<file path="src/rtl/qdma_host_bridge_if.sv">
// -----------------------------------------------------------------------------
// qdma_host_bridge_if
//   Groups the signals around the DMA host bridge: the initiator-side DMA
//   handshake, the host-memory wishbone master port and the NXM report.
//
//   Modports:
//     master : the bridge's view. It answers the DMA initiator and acts as
//              master on the host wishbone.
//     slave  : the environment's view (DMA initiator, host memory, CPU busy).
//
//   Signals:
//     cpu_busy_i            host CPU bus cycle in progress
//     dma_req_i / dma_gnt_o DMA bus request / grant
//     dma_adr_i[21:0]       transfer address from the initiator
//     dma_dat_i[15:0]       write data from the initiator
//     dma_dat_o[15:0]       read data returned to the initiator
//     dma_stb_i / dma_ack_o transfer strobe / acknowledge
//     dma_we_i              1 = write host memory, 0 = read
//     wbm_*                 host memory wishbone master signals
//     nxm_o / nxm_adr_o     non-existent-memory pulse and its address
// -----------------------------------------------------------------------------
`timescale 1ns/1ps

interface qdma_host_bridge_if;
    logic        cpu_busy_i;
    logic        dma_req_i;
    logic        dma_gnt_o;
    logic [21:0] dma_adr_i;
    logic [15:0] dma_dat_i;
    logic [15:0] dma_dat_o;
    logic        dma_stb_i;
    logic        dma_we_i;
    logic        dma_ack_o;
    logic [21:0] wbm_adr_o;
    logic [15:0] wbm_dat_o;
    logic [15:0] wbm_dat_i;
    logic        wbm_cyc_o;
    logic        wbm_stb_o;
    logic        wbm_we_o;
    logic [1:0]  wbm_sel_o;
    logic        wbm_ack_i;
    logic        nxm_o;
    logic [21:0] nxm_adr_o;

    modport master (
        input  cpu_busy_i, dma_req_i, dma_adr_i, dma_dat_i, dma_stb_i, dma_we_i,
               wbm_dat_i, wbm_ack_i,
        output dma_gnt_o, dma_dat_o, dma_ack_o,
               wbm_adr_o, wbm_dat_o, wbm_cyc_o, wbm_stb_o, wbm_we_o, wbm_sel_o,
               nxm_o, nxm_adr_o
    );

    modport slave (
        output cpu_busy_i, dma_req_i, dma_adr_i, dma_dat_i, dma_stb_i, dma_we_i,
               wbm_dat_i, wbm_ack_i,
        input  dma_gnt_o, dma_dat_o, dma_ack_o,
               wbm_adr_o, wbm_dat_o, wbm_cyc_o, wbm_stb_o, wbm_we_o, wbm_sel_o,
               nxm_o, nxm_adr_o
    );
endinterface

</file>
<file path="src/rtl/qdma_host_bridge.sv">
// -----------------------------------------------------------------------------
// qdma_host_bridge
//   Host-side responder for the peripheral DMA initiator. Grants the DMA bus
//   only while the host CPU bus is idle, runs each DMA word transfer as one
//   host wishbone cycle, returns ack/data to the initiator and flags
//   non-existent memory (NXM) when the host never acknowledges.
//
//   Ports:
//     lwb_clkp  clock, all logic on the rising edge
//     wb_rst_i  asynchronous, active-high reset
//     bus       qdma_host_bridge_if.master (DMA handshake, host wishbone, NXM)
//
//   Parameters:
//     TMO_CYCLES  host cycles without wbm_ack_i before NXM abort (>= 2)
//     MAX_BURST   transfers per grant before forced release (BURST_LIMIT_EN)
//     FAIR_GAP    cycles grant is held low after a forced release (BURST_LIMIT_EN)
//
//   Optional feature macro: BURST_LIMIT_EN
//     Defined   : grant is dropped after MAX_BURST transfers and not re-issued
//                 for FAIR_GAP cycles.
//     Undefined : grant is held as long as dma_req_i stays asserted.
// -----------------------------------------------------------------------------
`timescale 1ns/1ps

module qdma_host_bridge #(
    parameter int TMO_CYCLES = 64,
    parameter int MAX_BURST  = 8,
    parameter int FAIR_GAP   = 4
) (
    input  logic                 lwb_clkp,
    input  logic                 wb_rst_i,
    qdma_host_bridge_if.master   bus
);

    if (TMO_CYCLES < 2 || MAX_BURST < 1 || FAIR_GAP < 1) begin : g_bad_cfg
        $error("qdma_host_bridge: TMO_CYCLES >= 2, MAX_BURST >= 1, FAIR_GAP >= 1 required");
    end

    localparam int TW = $clog2(TMO_CYCLES);
    localparam logic [TW-1:0] TMO_LAST = TW'(TMO_CYCLES - 1);

    typedef enum logic [2:0] {
        S_IDLE,
        S_WAITBUS,
        S_GRANT,
        S_XFER,
        S_ACK
    } state_t;

    state_t        state, state_nxt;
    logic          xfer_start;   // GRANT accepts a strobe this cycle
    logic          xfer_ack;     // host acknowledged during XFER
    logic          tmo_hit;      // XFER times out this cycle (ack has priority)
    logic          ack_exit;     // initiator released its strobe during ACK
    logic          burst_hit;    // this ACK exit completes the allowed burst
    logic          gap_ok;       // fairness gap has elapsed

    logic [TW-1:0] tmo_cnt;
    logic [21:0]   adr_q;
    logic [15:0]   dat_q;
    logic          we_q;
    logic [15:0]   rdata_q;
    logic          nxm_q;
    logic [21:0]   nxm_adr_q;

    assign xfer_ack = (state == S_XFER) && bus.wbm_ack_i;
    assign tmo_hit  = (state == S_XFER) && !bus.wbm_ack_i && (tmo_cnt == TMO_LAST);
    assign ack_exit = (state == S_ACK) && !bus.dma_stb_i;

    // NOTE: every combinational output gets a default before the case so that
    // no path leaves it unassigned, which would otherwise infer a latch.
    always_comb begin
        state_nxt  = state;
        xfer_start = 1'b0;
        case (state)
            S_IDLE: begin
                if (bus.dma_req_i) state_nxt = S_WAITBUS;
            end
            S_WAITBUS: begin
                if (!bus.dma_req_i)                      state_nxt = S_IDLE;
                else if (!bus.cpu_busy_i && gap_ok)      state_nxt = S_GRANT;
            end
            S_GRANT: begin
                // A strobe wins even if the request drops in the same cycle.
                if (bus.dma_stb_i) begin
                    state_nxt  = S_XFER;
                    xfer_start = 1'b1;
                end else if (!bus.dma_req_i) begin
                    state_nxt  = S_IDLE;
                end
            end
            S_XFER: begin
                if (xfer_ack || tmo_hit) state_nxt = S_ACK;
            end
            S_ACK: begin
                if (ack_exit) begin
                    if (!bus.dma_req_i)  state_nxt = S_IDLE;
                    else if (burst_hit)  state_nxt = S_WAITBUS;
                    else                 state_nxt = S_GRANT;
                end
            end
            default: state_nxt = S_IDLE;
        endcase
    end

    // NOTE: registers use non-blocking assignments so every flop samples the
    // pre-edge values regardless of statement order. The reset is asynchronous
    // so the host cycle and the ack drop the moment wb_rst_i rises.
    always_ff @(posedge lwb_clkp or posedge wb_rst_i) begin
        if (wb_rst_i) begin
            state     <= S_IDLE;
            tmo_cnt   <= '0;
            adr_q     <= '0;
            dat_q     <= '0;
            we_q      <= 1'b0;
            rdata_q   <= '0;
            nxm_q     <= 1'b0;
            nxm_adr_q <= '0;
        end else begin
            state <= state_nxt;
            nxm_q <= tmo_hit;

            if (xfer_start) begin
                adr_q   <= bus.dma_adr_i;
                dat_q   <= bus.dma_dat_i;
                we_q    <= bus.dma_we_i;
                tmo_cnt <= '0;
            end else if (state == S_XFER) begin
                tmo_cnt <= tmo_cnt + TW'(1);
            end

            // Read data is held for the initiator until the next read or abort.
            if (xfer_ack && !we_q) begin
                rdata_q <= bus.wbm_dat_i;
            end else if (tmo_hit) begin
                rdata_q   <= '0;
                nxm_adr_q <= adr_q;
            end
        end
    end

`ifdef BURST_LIMIT_EN
    localparam int BW = $clog2(MAX_BURST + 1);
    localparam int GW = $clog2(FAIR_GAP + 1);

    logic [BW-1:0] burst_cnt;
    logic [GW-1:0] gap_cnt;
    logic          gnt_nxt;

    assign gnt_nxt   = (state_nxt == S_GRANT) || (state_nxt == S_XFER) || (state_nxt == S_ACK);
    assign burst_hit = (burst_cnt == BW'(MAX_BURST - 1));
    assign gap_ok    = (gap_cnt == '0);

    always_ff @(posedge lwb_clkp or posedge wb_rst_i) begin
        if (wb_rst_i) begin
            burst_cnt <= '0;
            gap_cnt   <= '0;
        end else begin
            if (!gnt_nxt)      burst_cnt <= '0;
            else if (ack_exit) burst_cnt <= burst_cnt + BW'(1);

            // Loaded with FAIR_GAP-1: the WAITBUS cycle that sees zero is itself
            // the last low-grant cycle, giving exactly FAIR_GAP cycles.
            if (ack_exit && bus.dma_req_i && burst_hit) gap_cnt <= GW'(FAIR_GAP - 1);
            else if (gap_cnt != '0)                     gap_cnt <= gap_cnt - GW'(1);
        end
    end
`else
    assign burst_hit = 1'b0;
    assign gap_ok    = 1'b1;
`endif

    assign bus.dma_gnt_o = (state == S_GRANT) || (state == S_XFER) || (state == S_ACK);
    assign bus.dma_ack_o = (state == S_ACK);
    assign bus.dma_dat_o = rdata_q;
    assign bus.wbm_cyc_o = (state == S_XFER);
    assign bus.wbm_stb_o = (state == S_XFER);
    assign bus.wbm_we_o  = (state == S_XFER) && we_q;
    assign bus.wbm_adr_o = adr_q;
    assign bus.wbm_dat_o = dat_q;
    assign bus.wbm_sel_o = 2'b11;    // word transfers only
    assign bus.nxm_o     = nxm_q;
    assign bus.nxm_adr_o = nxm_adr_q;

endmodule

</file>
<file path="src/flat_wrapper.sv">
// flat-port wrapper written by rule: the top's interface ports become plain ports
module qdma_host_bridge_flat 
#(
    parameter int TMO_CYCLES = 64,
    parameter int MAX_BURST  = 8,
    parameter int FAIR_GAP   = 4
)
  (lwb_clkp, wb_rst_i, bus_cpu_busy_i, bus_dma_req_i, bus_dma_adr_i, bus_dma_dat_i, bus_dma_stb_i, bus_dma_we_i, bus_wbm_dat_i, bus_wbm_ack_i, bus_dma_gnt_o, bus_dma_dat_o, bus_dma_ack_o, bus_wbm_adr_o, bus_wbm_dat_o, bus_wbm_cyc_o, bus_wbm_stb_o, bus_wbm_we_o, bus_wbm_sel_o, bus_nxm_o, bus_nxm_adr_o);
  qdma_host_bridge_if bus_i ();
  input  logic lwb_clkp;
  input  logic wb_rst_i;
  input wire logic [$bits(bus_i.cpu_busy_i)-1:0] bus_cpu_busy_i;
  input wire logic [$bits(bus_i.dma_req_i)-1:0] bus_dma_req_i;
  input wire logic [$bits(bus_i.dma_adr_i)-1:0] bus_dma_adr_i;
  input wire logic [$bits(bus_i.dma_dat_i)-1:0] bus_dma_dat_i;
  input wire logic [$bits(bus_i.dma_stb_i)-1:0] bus_dma_stb_i;
  input wire logic [$bits(bus_i.dma_we_i)-1:0] bus_dma_we_i;
  input wire logic [$bits(bus_i.wbm_dat_i)-1:0] bus_wbm_dat_i;
  input wire logic [$bits(bus_i.wbm_ack_i)-1:0] bus_wbm_ack_i;
  output wire logic [$bits(bus_i.dma_gnt_o)-1:0] bus_dma_gnt_o;
  output wire logic [$bits(bus_i.dma_dat_o)-1:0] bus_dma_dat_o;
  output wire logic [$bits(bus_i.dma_ack_o)-1:0] bus_dma_ack_o;
  output wire logic [$bits(bus_i.wbm_adr_o)-1:0] bus_wbm_adr_o;
  output wire logic [$bits(bus_i.wbm_dat_o)-1:0] bus_wbm_dat_o;
  output wire logic [$bits(bus_i.wbm_cyc_o)-1:0] bus_wbm_cyc_o;
  output wire logic [$bits(bus_i.wbm_stb_o)-1:0] bus_wbm_stb_o;
  output wire logic [$bits(bus_i.wbm_we_o)-1:0] bus_wbm_we_o;
  output wire logic [$bits(bus_i.wbm_sel_o)-1:0] bus_wbm_sel_o;
  output wire logic [$bits(bus_i.nxm_o)-1:0] bus_nxm_o;
  output wire logic [$bits(bus_i.nxm_adr_o)-1:0] bus_nxm_adr_o;
  assign bus_i.cpu_busy_i = bus_cpu_busy_i;
  assign bus_i.dma_req_i = bus_dma_req_i;
  assign bus_i.dma_adr_i = bus_dma_adr_i;
  assign bus_i.dma_dat_i = bus_dma_dat_i;
  assign bus_i.dma_stb_i = bus_dma_stb_i;
  assign bus_i.dma_we_i = bus_dma_we_i;
  assign bus_i.wbm_dat_i = bus_wbm_dat_i;
  assign bus_i.wbm_ack_i = bus_wbm_ack_i;
  assign bus_dma_gnt_o = bus_i.dma_gnt_o;
  assign bus_dma_dat_o = bus_i.dma_dat_o;
  assign bus_dma_ack_o = bus_i.dma_ack_o;
  assign bus_wbm_adr_o = bus_i.wbm_adr_o;
  assign bus_wbm_dat_o = bus_i.wbm_dat_o;
  assign bus_wbm_cyc_o = bus_i.wbm_cyc_o;
  assign bus_wbm_stb_o = bus_i.wbm_stb_o;
  assign bus_wbm_we_o = bus_i.wbm_we_o;
  assign bus_wbm_sel_o = bus_i.wbm_sel_o;
  assign bus_nxm_o = bus_i.nxm_o;
  assign bus_nxm_adr_o = bus_i.nxm_adr_o;
  qdma_host_bridge #(.TMO_CYCLES(TMO_CYCLES), .MAX_BURST(MAX_BURST), .FAIR_GAP(FAIR_GAP)) u_core (.lwb_clkp(lwb_clkp), .wb_rst_i(wb_rst_i), .bus(bus_i));
endmodule
</file>
<file path="config.mk">
export PLATFORM = sky130hd
export DESIGN_NAME = qdma_host_bridge_flat
export DESIGN_NICKNAME = d
export VERILOG_FILES = /design/src/rtl/qdma_host_bridge_if.sv /design/src/rtl/qdma_host_bridge.sv /design/src/flat_wrapper.sv
export SDC_FILE = /design/constraint.sdc
export NUM_CORES = 1
export LEC_CHECK = 0
export BUFFER_PORTS_ARGS = -buffer_cell sky130_fd_sc_hd__buf_2
export CORE_UTILIZATION = 51
export DETAILED_ROUTE_END_ITERATION = 10
export HOLD_SLACK_MARGIN = 0.15
export MAX_ROUTING_LAYER = met4
export PLACE_DENSITY = 0.85
export SYNTH_ARGS = -nofsm -noshare
export SYNTH_HDL_FRONTEND = slang
export SYNTH_SLANG_ARGS = --single-unit
export TNS_END_PERCENT = 100
</file>
<file path="constraint.sdc">
create_clock -name lwb_clkp -period 4.66 [get_ports lwb_clkp]
set_input_delay 0.699 -clock lwb_clkp [delete_from_list [all_inputs] [get_ports lwb_clkp]]
set_output_delay 0.699 -clock lwb_clkp [all_outputs]
set_load 0.005 [all_outputs]
</file>
Yosys cells after proc, flatten, opt, wreduce, memory -nomap -nowiden

Cells that the tools add are included.
W data, S select, Z words.

Register bits: 87
Latch bits: 0
Bits in writable memories: 0
ROM bits: 0
Output and inout port bits: 84
Logic and storage cells: 52
Memories kept: 0

$add $sub $neg: 1
$mul: 0
Divide/modulo/power cells: 0
$lt $le $gt $ge: 0
Equal/unequal tests: 10
Shifts and indexed selects: 0
Muxes and demuxes: 15
Bitwise operators: 1
Reduce and logical (&&, ||, !) cells: 17

Operators with widths:

| kind                  | number |
|---|---|
| $mux W16              | 2 |
| $mux W3               | 7 |
| $pmux W3 S5           | 1 |
| $mux W6               | 2 |
| $add A6 B1 Y6 const B | 1 |
| $eq A3 B2 Y1 const B  | 2 |
| $eq A6 B6 Y1 const B  | 1 |
| $logic_and A1 B1 Y1   | 6 |
| $ne A3 B3 Y1 const B  | 2 |
| $reduce_and A5 Y1     | 1 |
| $ne A2 B1 Y1 const B  | 2 |
| $reduce_bool A2 Y1    | 2 |
| $eq A3 B1 Y1 const B  | 1 |
| $eq A3 B3 Y1 const B  | 1 |
| $logic_not A1 Y1      | 3 |
| $logic_not A3 Y1      | 1 |
| $logic_or A1 B1 Y1    | 3 |
| $mux W1               | 2 |
| $mux W2               | 1 |
| $ne A2 B2 Y1 const B  | 1 |
| $reduce_and A2 Y1     | 1 |
| $not A1 Y1            | 1 |

Longest topological paths before layout

Gate-level depths: netlist of run 1.

Depth in word-level cells: 6
Gate-level depth with buffers: 8

Worst setup path after synthesis of run 1

No wires, ideal clock.

Path kind: input port to flip-flop
From: input port bus_wbm_ack_i
To: register u_core.nxm_adr_q[4] (netlist: u_core.bus.nxm_adr_o[4])
Arrival time: 1.853 ns
Required time: 4.533 ns
Slack: 2.679 ns
Stages on the path: 5
Cells stage by stage: or4_4 buf_6 inv_8 buf_8 mux2_1

Longest elaborated chain between the ends: 4

RTL lines:

| item                                                    | RTL line                                        | text |
|---|---|---|
| start: declaration                                      | flat_wrapper.sv:19                              | `input wire logic [$bits(bus_i.wbm_ack_i)-1:0] bus_wbm_ack_i;` |
| $logic_not A1 Y1 or $logic_and A1 B1 Y1 (tied branches) | qdma_host_bridge.sv:67, qdma_host_bridge.sv:66  |  |
| $logic_and A1 B1 Y1 (on tied branches)                  | qdma_host_bridge.sv:67, qdma_host_bridge.sv:133 |  |
| $logic_and A1 B1 Y1 or $not A1 Y1 (tied branches)       | -                                               |  |
| $reduce_and A2 Y1 (no line) (*)                         | -                                               |  |
| end signal: assignment                                  | qdma_host_bridge.sv:137                         | `nxm_adr_q <= adr_q;` |
| end: declaration                                        | qdma_host_bridge.sv:64                          | `logic [21:0] nxm_adr_q;` |

Mark *: on every way between the ends. The rest lies on a longest branch, timed or not.
A chain may end at the register's enable or synchronous reset.

Final worst setup path of run 1

From: register u_core.state[2]
To: register u_core.nxm_adr_q[20] (netlist: u_core.bus.nxm_adr_o[20])

Longest elaborated chain between the ends: 5

RTL lines:

| item                            | RTL line                                       | text |
|---|---|---|
| start: declaration              | qdma_host_bridge.sv:50                         | `state_t state, state_nxt;` |
| start signal: assignment        | qdma_host_bridge.sv:120                        | `state <= state_nxt;` |
| $eq A3 B2 Y1 (*)                | qdma_host_bridge.sv:66, qdma_host_bridge.sv:67 |  |
| $logic_and A1 B1 Y1             | qdma_host_bridge.sv:66                         | `assign xfer_ack = (state == S_XFER) && bus.wbm_ack_i;` |
| $logic_and A1 B1 Y1             | qdma_host_bridge.sv:133                        | `if (xfer_ack && !we_q) begin` |
| $not A1 Y1 (no line)            | -                                              |  |
| $reduce_and A2 Y1 (no line) (*) | -                                              |  |

Marks and branches as above.

==> impl_metrics.toml, run 1 <==
[run_status]
run_status = "finished clean"

[routing]
wl_per_cell_um = 16.0
via_per_inst = 5.21
first_pass_iters = 4
totalWireLength_um = 7890
detailroute.via_count = 2575
detail_route.iter0.violations = 97
post-route-drc-count = 0
antenna_left = 0

[clock_tree]
insertion_delay_ns = 0.35
path_clk_slew_ns = 0.08
numCtsBuffers = 9
cts-root-buf = "clkbuf_8"
post-cts-setup-buffers = 0
cts_htree_levels = 3
maximum_clock_path_buffer_count = 2
clock_tree_from_tritoncts = "built"
post_cts_resize_count = 0
cts.sinks = 87
holdBufCountCts = 0

[power_and_ir_drop]
power_leakage_nw = 2.32
p_sw_share_pct = 30.7
internal_power_w = 0.00175
power.density_cell_area_nw_per_um2 = 553
worst_ir_drop_vdd_mv = 0.293
finalPower_w = 0.00252
netSwitchingPower_w = 0.000774
clockPowerShare_pct = 23.3
seq_power_share_pct = 48.1
logic_gate_share_of_total_power_pct = 28.6

[yosys]
synth_flop_cell = "dfrtp_1"
synth_area_in_compound_gates_pct = 9.06
synth_top_area_cell = "dfrtp_1"
synth_cell_types = 37
synth_top_area_share_pct = 60.2
synth_top_family_by_area = "multiplexers"
postSynthRegisterBits = 87
synth_edf_count = 0
synth_adder_area_share_pct = 0.346
synth-seq-area-share_pct = 60.2
netlist_top_cells_area = "dfrtp_1 (60%), mux2_2 (15%), mux2_4 (4.2%), o2bb2ai_1 (4.1%), o21ai_0 (2.9%)"
synthArstFlopShare_pct = 100
synthesis.area_um2 = 3620
synthesis.yosys.warnings = 0
muxShareOfSynthArea_pct = 20.0
syn-mean-instance-area_um2 = 14.1
syn_inst = 256
synth_simple_gate_area_share_pct = 5.12
synth-xor-area-share_pct = 0.484

[finish]
nFillCells = 517
nets = 454
area_growth_syn_to_layout_pct = 26.3
layout-drive-gt1-share_pct = 56.2
post_route_standard_cell_area_excluding_fillers_um2 = 4570
commonest_non_fill_non_tap_cells_in_the_layout = "buf_2 (142), dfrtp_1 (87), mux2_2 (48)"
most_common_cell_after_layout_fill_and_taps_aside = "buf_2"

[timing]
setup_tns_ns = 0
grt_setup_unrepaired = "no"
final.min_clock_period_ns = 2.50
slew_headroom_pct = 26.4
setup_violations = 0
final-hold-violation-count = 0
worst_pin_slew_ns = 1.10
final-max-slew-violation-count = 0
largest_clock_skew_in_the_final_design_ns = 0.0105
fmaxAchievable_mhz = 400
layout_worst_path_cycle_share_pct = 53.6

[floorplanning]
floorplan.initialDensity_pct = 52.9
die_h_um = 86.2
core_area_um2 = 6830
floorplan.die_area_um2 = 7430
ioPinCount = 145
rows = 30
die_width_um = 86.2

[worst_hold_path]
timing.hold.worst.start = "u_core.bus.nxm_adr_o[5]"
worst_hold_path.num_cells = 1
timing.hold.worst.class = "flop to flop"
hold_end = "u_core.bus.nxm_adr_o[5]"

[critical_path]
timing.critical_path.max_delay_family = "simple AND/OR/NAND/NOR gates"
critPathBufInv = 1
worstSetupEndpointType = "flop"
r2r_start = "u_core.state[2]"
slowest_delay_ns = 0.67
setup.worst_path.start_class = "flop"
worst_r2r_endpoint = "u_core.bus.nxm_adr_o[20]"
path_cells = "nand3b_2 -> or4_4 -> inv_8 -> mux2_2"
reg2reg_setup_slack_ns = 2.16
timing.setup.critical_path_class = "flop to flop"
worst_ep_arrival_time_ns = 2.73
r2r_cells = 4
path_max_fanout = 34
timing.critical_path.slowest_stage_cell = "or4_4"
crit_required_ns = 4.89

[global_route]
grt_overflow = 0
grt_antenna_before_repair = 1
grt_use_total_pct = 23.2
maximum_number_of_pins_on_one_net_before_global_route_repair = 56
first_global_vias = 2632
grt_first_pass_wirelength_um = 12700

[placed_design]
numPortBuffers = 142
placed_cell_area_um2 = 4340
finalWeightedCongestion = 0.812
dpl_wire_length_um = 5620

[job]
max_cap_viol_count = 0
-- synthesized netlist by cell type, types with 2 or more instances --
cell / instances
inv_1: 3
nand3_1: 3
clkbuf_1: 4
nand2b_1: 6
or3_1: 2
nor2_1: 7
buf_2: 6
a21oi_1: 6
mux2_1: 2
o2bb2ai_1: 17
nand2_1: 4
xor2_1: 2
o21ai_0: 21
mux2_2: 48
buf_6: 2
mux2_4: 10
dfrtp_1: 87
buf_4: 6
nand4b_1: 2
-- worst max-delay path by stage --
stage | endpoint | start | cells after the start | slack [ns]
final | u_core.bus.nxm_adr_o[20] | u_core.state[2] | 4 | 2.16
after detailed placement | u_core.bus.nxm_adr_o[19] | u_core.state[2] | 4 | 2.17
after global routing | bus_wbm_we_o | u_core.state[2] | 3 | 1.96
after global placement | u_core.bus.nxm_adr_o[16] | u_core.state[2] | 4 | 2.23
after floorplan | u_core.bus.dma_dat_o[0] | wb_rst_i | 1 | 1.71
after CTS | u_core.bus.nxm_adr_o[20] | u_core.state[2] | 4 | 2.15
-- cells by family after synthesis --
logic type | count (synthesis)
AO/OA/AOI/OAI | 49
XOR/XNOR | 2
adder cells (fa/ha/maj) | 1
buffers and inverters | 24
flip-flops | 87
multiplexers | 61
other | 1
AND/OR/NAND/NOR | 31
-- routing by layer --
| metal | track usage, % | up-vias | wire [um] |
|---|---|---|---|
| met3 | 8.67 | 11 | 661 |
| met2 | 37.2 | 115 | 3820 |
| met4 | 7.42 | 0 | 126 |
| li1 | - | 1187 | - |
| met1 | 27.4 | 1262 | 3290 |
| met5 | - | - | 0 |
-- registers in the layout, summed over array words and instances, names as in the netlist --
name and cells:
u_core.bus.dma_dat_o 16, u_core.bus.wbm_dat_o 16, u_core.bus.nxm_o 1, u_core.tmo_cnt 6, u_core.bus.wbm_adr_o 22, u_core.state 3, u_core.bus.nxm_adr_o 22, u_core.we_q 1
-- final cells by class --
class	instances	area, um2	share of cell area [%]
inverter	4	23.8	0.521
antenna	1	2.50	0.0548
timing repair buffer	144	726	15.9
clock inverter	6	91.3	2.00
multi-input combinational	146	1290	28.2
tap	96	120	2.63
clock buffer	10	138	3.01
sequential	87	2180	47.7
-- power groups by stage --
stage | sequential, W | combinational [W] | clock [W]
floorplan | 0.00120 | 0.000396 | 0
global placement | 0.00120 | 0.000701 | 0
detailed placement | 0.00123 | 0.000729 | 0
CTS | 0.00121 | 0.000732 | 0.000606
global route | 0.00125 | 0.000809 | 0.000629
finish | 0.00121 | 0.000722 | 0.000588
-- through the flow --
step	setup WS [ns]	std cells	hold WS [ns]	utilization, %
floorplan	1.71	257	0.483	-
global placement	2.23	477	0.465	63.5
detailed placement	2.17	477	0.478	63.5
CTS	2.15	493	0.510	66.8
global route	1.96	494	0.529	66.8
finish	2.16	494	0.501	66.8
No activity file was read; power rests on OpenSTA's default activity.
==> run 2: changes to the inputs <==
--- a/config.mk
+++ b/config.mk
@@ -6,11 +6,11 @@
 export NUM_CORES = 1
 export LEC_CHECK = 0
 export BUFFER_PORTS_ARGS = -buffer_cell sky130_fd_sc_hd__buf_2
-export CORE_UTILIZATION = 51
+export CORE_UTILIZATION = 48
 export DETAILED_ROUTE_END_ITERATION = 10
 export HOLD_SLACK_MARGIN = 0.15
 export MAX_ROUTING_LAYER = met4
-export PLACE_DENSITY = 0.85
+export PLACE_DENSITY = 0.8
 export SYNTH_ARGS = -nofsm -noshare
 export SYNTH_HDL_FRONTEND = slang
 export SYNTH_SLANG_ARGS = --single-unit
==> constraint.sdc (replaced) <==
create_clock -name lwb_clkp -period 2.6 [get_ports lwb_clkp]
set_input_delay 0.39 -clock lwb_clkp [delete_from_list [all_inputs] [get_ports lwb_clkp]]
set_output_delay 0.39 -clock lwb_clkp [all_outputs]
set_load 0.005 [all_outputs]
==> run 2 against run 1 <==
Effect of this change: highest routed layer unchanged; clock-buffer cell count is the same; clock skew is essentially flat; maximum frequency grew 23%; sequential power grew 79%; die area grew 6.1%; clock power grew 50%; critical path type unchanged; setup slack lost 1.6 ns.
==> impl_metrics.toml, run 2 (synthesis gave the netlist of run 1 again) <==
[timing]
setup_tns_ns = 0
largest_clock_skew_in_the_final_design_ns = 0.0103
final-hold-violation-count = 0
grt_setup_unrepaired = "no"
final.min_clock_period_ns = 2.03
slew_headroom_pct = 61.1
final-max-slew-violation-count = 0
setup_violations = 0
layout_worst_path_cycle_share_pct = 78.2
fmaxAchievable_mhz = 492
worst_pin_slew_ns = 0.583

[critical_path]
r2r_cells = 5
setup.worst_path.start_class = "flop"
worst_ep_arrival_time_ns = 2.26
crit_required_ns = 2.83
worstSetupEndpointType = "flop"
endpoint = "u_core.bus.nxm_adr_o[19]"
timing.setup.critical_path_class = "flop to flop"
path_max_fanout = 34
timing.critical_path.from = "u_core.tmo_cnt[0]"
r2r_start = "u_core.tmo_cnt[0]"
worst_r2r_endpoint = "u_core.bus.nxm_adr_o[19]"
reg2reg_setup_slack_ns = 0.57

[clock_tree]
post_cts_resize_count = 0
maximum_clock_path_buffer_count = 2
numCtsBuffers = 9
path_clk_slew_ns = 0.09
clock_tree_from_tritoncts = "built"
insertion_delay_ns = 0.34
cts.sinks = 87
cts-root-buf = "clkbuf_8"
cts_htree_levels = 3

[routing]
totalWireLength_um = 7610
via_per_inst = 5.05
first_pass_iters = 4
antenna_left = 0
detailroute.via_count = 2527
post-route-drc-count = 0
wl_per_cell_um = 15.2
detail_route.iter0.violations = 62

[finish]
commonest_non_fill_non_tap_cells_in_the_layout = "buf_2 (142), dfrtp_1 (87), mux2_2 (48)"
nets = 458
area_growth_syn_to_layout_pct = 26.8
fin_cells = 500
layout-drive-gt1-share_pct = 56.4
most_common_cell_after_layout_fill_and_taps_aside = "buf_2"
multi_input_comb_area_um2 = 1290
count_of_inserted_antenna_diode_cells = 0
nFillCells = 580
sequential_cell_area_um2 = 2180

[global_route]
grt_antenna_before_repair = 0
grt_first_pass_wirelength_um = 11500
first_global_vias = 2473
maximum_number_of_pins_on_one_net_before_global_route_repair = 47
grt_overflow = 0
grt_use_total_pct = 20.0

[floorplanning]
rows = 31
core_area_um2 = 7250
ioPinCount = 145
floorplan.die_area_um2 = 7890
die_h_um = 88.8
floorplan.initialDensity_pct = 49.9
die_width_um = 88.8

[power_and_ir_drop]
power_leakage_nw = 2.32
worst_ir_drop_vdd_mv = 0.456
power.density_cell_area_nw_per_um2 = 949

[placed_design]
dpl_wire_length_um = 5370
numPortBuffers = 142
finalWeightedCongestion = 0.780
dp.cells = 483

[worst_hold_path]
timing.hold.worst.class = "input port to flop"

[run_status]
run_status = "finished clean"

[job]
max_cap_viol_count = 0
-- run 2: worst min-delay path by stage --
stage	from	end	slack, ns	cells past startpoint
2_1_floorplan	u_core.bus.nxm_adr_o[4]	u_core.bus.nxm_adr_o[4]	0.48	1
3_3_place_gp	wb_rst_i	u_core.bus.nxm_adr_o[10]	0.44	2
3_5_place_dp	wb_rst_i	u_core.bus.wbm_adr_o[10]	0.44	2
4_1_cts	bus_wbm_dat_i[2]	u_core.bus.dma_dat_o[2]	0.24	2
5_1_grt	bus_wbm_dat_i[12]	u_core.bus.dma_dat_o[12]	0.24	2
6_report	bus_wbm_dat_i[2]	u_core.bus.dma_dat_o[2]	0.25	2
-- run 2: layout make-up --
| class | count | share of cell area (%) |
|---|---|---|
| inverters | 4 | 0.573 |
| multi-input cells | 146 | 28.1 |
| repair buffers | 148 | 17.1 |
| well taps | 99 | 2.70 |
| clock inverters | 6 | 1.09 |
| flip-flops and latches | 87 | 47.5 |
| clock buffers | 10 | 3.00 |
-- run 2: critical path, cell delays in order, from the launching register on --
cell     delay [ns]
dfrtp_1        0.40
ha_1           0.22
nand2_1        0.07
or4_4          0.61
inv_8          0.23
mux2_2         0.37
-- run 2: metrics by stage --
stage / instance area [um2] / worst slack (ns) / total power, W / util, % / hold WS, ns
floorplan: 3620 / 0.722 / 0.00286 / - / 0.483
CTS: 4590 / 0.559 / 0.00440 / 63.2 / 0.239
detailed placement: 4390 / 0.569 / 0.00351 / 60.5 / 0.443
finish: 4590 / 0.568 / 0.00435 / 63.2 / 0.251
global placement: 4390 / 0.629 / 0.00342 / 60.5 / 0.441
global route: 4590 / 0.487 / 0.00467 / 63.2 / 0.242
-- run 2: what timing repair did --
action / in CTS / in global routing
setup buffers: 0 / 0
hold buffers: 1 / 0
hold endpoints to repair: 20 / 0
-- run 2: report_power, final --
part	leakage [nW]	internal [W]	switching, W
logic	1.12	0.000753	0.000560
registers	1.11	0.00183	0.000329
clock network	0.0952	0.000387	0.000495
total	2.32	0.00297	0.00138
-- run 2: metal layers --
layer	GRT usage (%)	vias to the layer above	routed length, um
li1	-	1196	-
met1	25.2	1218	3420
met2	31.0	104	3600
met3	4.76	9	481
met4	8.36	0	107
met5	-	-	0
==> run 3: changes to the inputs <==
--- a/config.mk
+++ b/config.mk
@@ -6,11 +6,11 @@
 export NUM_CORES = 1
 export LEC_CHECK = 0
 export BUFFER_PORTS_ARGS = -buffer_cell sky130_fd_sc_hd__buf_2
-export CORE_UTILIZATION = 48
+export CORE_UTILIZATION = 43
 export DETAILED_ROUTE_END_ITERATION = 10
 export HOLD_SLACK_MARGIN = 0.15
 export MAX_ROUTING_LAYER = met4
-export PLACE_DENSITY = 0.8
+export PLACE_DENSITY = 0.76
 export SYNTH_ARGS = -nofsm -noshare
 export SYNTH_HDL_FRONTEND = slang
 export SYNTH_SLANG_ARGS = --single-unit
==> constraint.sdc (replaced) <==
create_clock -name lwb_clkp -period 1.65 [get_ports lwb_clkp]
set_input_delay 0.2475 -clock lwb_clkp [delete_from_list [all_inputs] [get_ports lwb_clkp]]
set_output_delay 0.2475 -clock lwb_clkp [all_outputs]
set_load 0.005 [all_outputs]
==> run 3 against run 2 <==
Effect of this change: the flow now finishes with violations (negative setup slack); die area up 11%; setup slack worse by 0.69 ns; combinational power is 140% higher; critical endpoint is now u_core.bus.nxm_adr_o[17]; highest routed layer unchanged.
==> impl_metrics.toml, run 3 (synthesis gave the netlist of run 1 again) <==
[clock_tree]
clock_tree_from_tritoncts = "built"
path_clk_slew_ns = 0.09
numCtsBuffers = 9
cts.sinks = 87
insertion_delay_ns = 0.34
maximum_clock_path_buffer_count = 2
cts_htree_levels = 3
cts-root-buf = "clkbuf_8"

[critical_path]
path_max_fanout = 9
crit_required_ns = 1.89
r2r_start = "u_core.tmo_cnt[1]"
worst_r2r_endpoint = "u_core.bus.nxm_adr_o[17]"
path_cells = "ha_2 -> nand2_1 -> or4_4 -> inv_12 -> mux2_2"
slowest_delay_ns = 0.60
worst_ep_arrival_time_ns = 2.01
setup.worst_path.start_class = "flop"
timing.critical_path.slowest_stage_cell = "or4_4"
reg2reg_setup_slack_ns = -0.12
r2r_cells = 5
timing.setup.critical_path_class = "flop to flop"
worstSetupEndpointType = "flop"

[routing]
detail_route.iter0.violations = 109
via_per_inst = 5.09
wl_per_cell_um = 17.2
first_pass_iters = 7
post-route-drc-count = 0
detailroute.via_count = 2998
totalWireLength_um = 10100
antenna_left = 0

[placed_design]
finalWeightedCongestion = 0.790
numPortBuffers = 142
dp_slack_ns = -0.172
dpl_wire_length_um = 5470

[finish]
most_common_cell_after_layout_fill_and_taps_aside = "buf_2"
sequential_cell_area_um2 = 2180
multi_input_comb_area_um2 = 1510
area_growth_syn_to_layout_pct = 59.6
commonest_non_fill_non_tap_cells_in_the_layout = "buf_2 (142), dfrtp_1 (86), dlygate4sd3_1 (56)"
nFillCells = 569
layout-drive-gt1-share_pct = 54.8
count_of_inserted_antenna_diode_cells = 0
nets = 541

[timing]
setup_slack_ns = -0.121
final-max-slew-violation-count = 0
final.min_clock_period_ns = 1.77
grt_setup_unrepaired = "yes"
fmaxAchievable_mhz = 565
layout_worst_path_cycle_share_pct = 107
final-hold-violation-count = 0
largest_clock_skew_in_the_final_design_ns = 0.0107
setup_tns_ns = -2.92
setup_violations = 52

[floorplanning]
ioPinCount = 145
floorplan.initialDensity_pct = 44.2
floorplan.die_area_um2 = 8780
die_h_um = 93.7
rows = 33
die_width_um = 93.7
core_area_um2 = 8180

[global_route]
grt_antenna_before_repair = 0
maximum_number_of_pins_on_one_net_before_global_route_repair = 88
first_global_vias = 3006
grt_overflow = 0
grt_first_pass_wirelength_um = 14600
grt_use_total_pct = 22.3

[power_and_ir_drop]
power_leakage_nw = 2.90
worst_ir_drop_vdd_mv = 0.851
power.density_cell_area_nw_per_um2 = 1410

[worst_hold_path]
worst_hold_path.num_cells = 2
timing.hold.worst.start = "bus_dma_stb_i"
timing.hold.worst.class = "input port to flop"
hold_end = "u_core.state[2]"

[run_status]
run_status = "finished with violations"
failing_checks = "negative setup slack"

[job]
max_cap_viol_count = 0
## run 3: changes by cell type in the layout (fill, tap and decap cells not counted), sizes merged
cell	before	now
buf	147	170
bufinv	0	2
clkbuf	10	15
clkinv	2	3
dlygate4sd3	1	56
inv	6	3
## run 3: critical path, delay by kind of cell, from the launching register on
kind / cells / cell delay [ns]
adders and majority gates: 1 / 0.18
buffers and inverters: 1 / 0.13
DFF: 1 / 0.36
muxes: 1 / 0.33
and+or+nand+nor: 2 / 0.65
## run 3: cell type report
cell class / instances / share of cell area, %
Clock buffer: 11 / 2.45
Sequential cell: 87 / 37.7
Multi-Input combinational cell: 146 / 26.1
Tap cell: 105 / 2.28
Timing Repair Buffer: 230 / 29.2
Clock inverter: 5 / 1.41
Inverter: 4 / 0.542
Timing Repair inverter: 1 / 0.282
## run 3: worst max-delay path by stage
stage                           start                       end  slack, ns
finish              u_core.tmo_cnt[1]  u_core.bus.nxm_adr_o[17]      -0.12
global route        u_core.tmo_cnt[0]   u_core.bus.nxm_adr_o[5]      -0.16
CTS                 u_core.tmo_cnt[1]  u_core.bus.nxm_adr_o[20]      -0.13
detailed placement  u_core.tmo_cnt[1]   u_core.bus.dma_dat_o[1]      -0.17
global placement    u_core.tmo_cnt[1]  u_core.bus.nxm_adr_o[20]      -0.10
floorplan           u_core.tmo_cnt[0]   u_core.bus.nxm_adr_o[4]      -0.22
## run 3: what timing repair did
action | 4_1_cts | 5_1_grt
resized for setup | 14 | 49
setup endpoints to repair | 82 | 81
cloned | 3 | 4
endpoints found under the hold margin | 142 | 0
pin swaps | 2 | 1
setup buffers | 2 | 5
hold buffers | 56 | 0
## run 3: where the power goes
group          switching, W  leakage [nW]  internal, W
clock network      0.000737         0.110     0.000896
logic               0.00121          1.68      0.00190
registers          0.000501          1.11      0.00288
total               0.00245          2.90      0.00568
## run 3: per-stage QoR
stage	cells	instance area [um2]	hold slack, ns	util (%)	total power [W]
after floorplan	257	3670	0.361	-	0.00455
after global placement	503	4540	0.409	55.6	0.00559
after detailed placement	503	4540	0.421	55.6	0.00574
after CTS	580	5450	0.188	66.6	0.00757
after global routing	589	5770	0.175	70.6	0.00862
final	589	5770	0.206	70.6	0.00813
## run 3: layer usage
metal	GRT usage, %	up-vias	part of all wire [%]
met3	5.34	8	5.9
met1	27.6	1486	43
li1	-	1369	-
met2	37.5	135	51
met4	4.62	0	0.49
met5	-	-	0
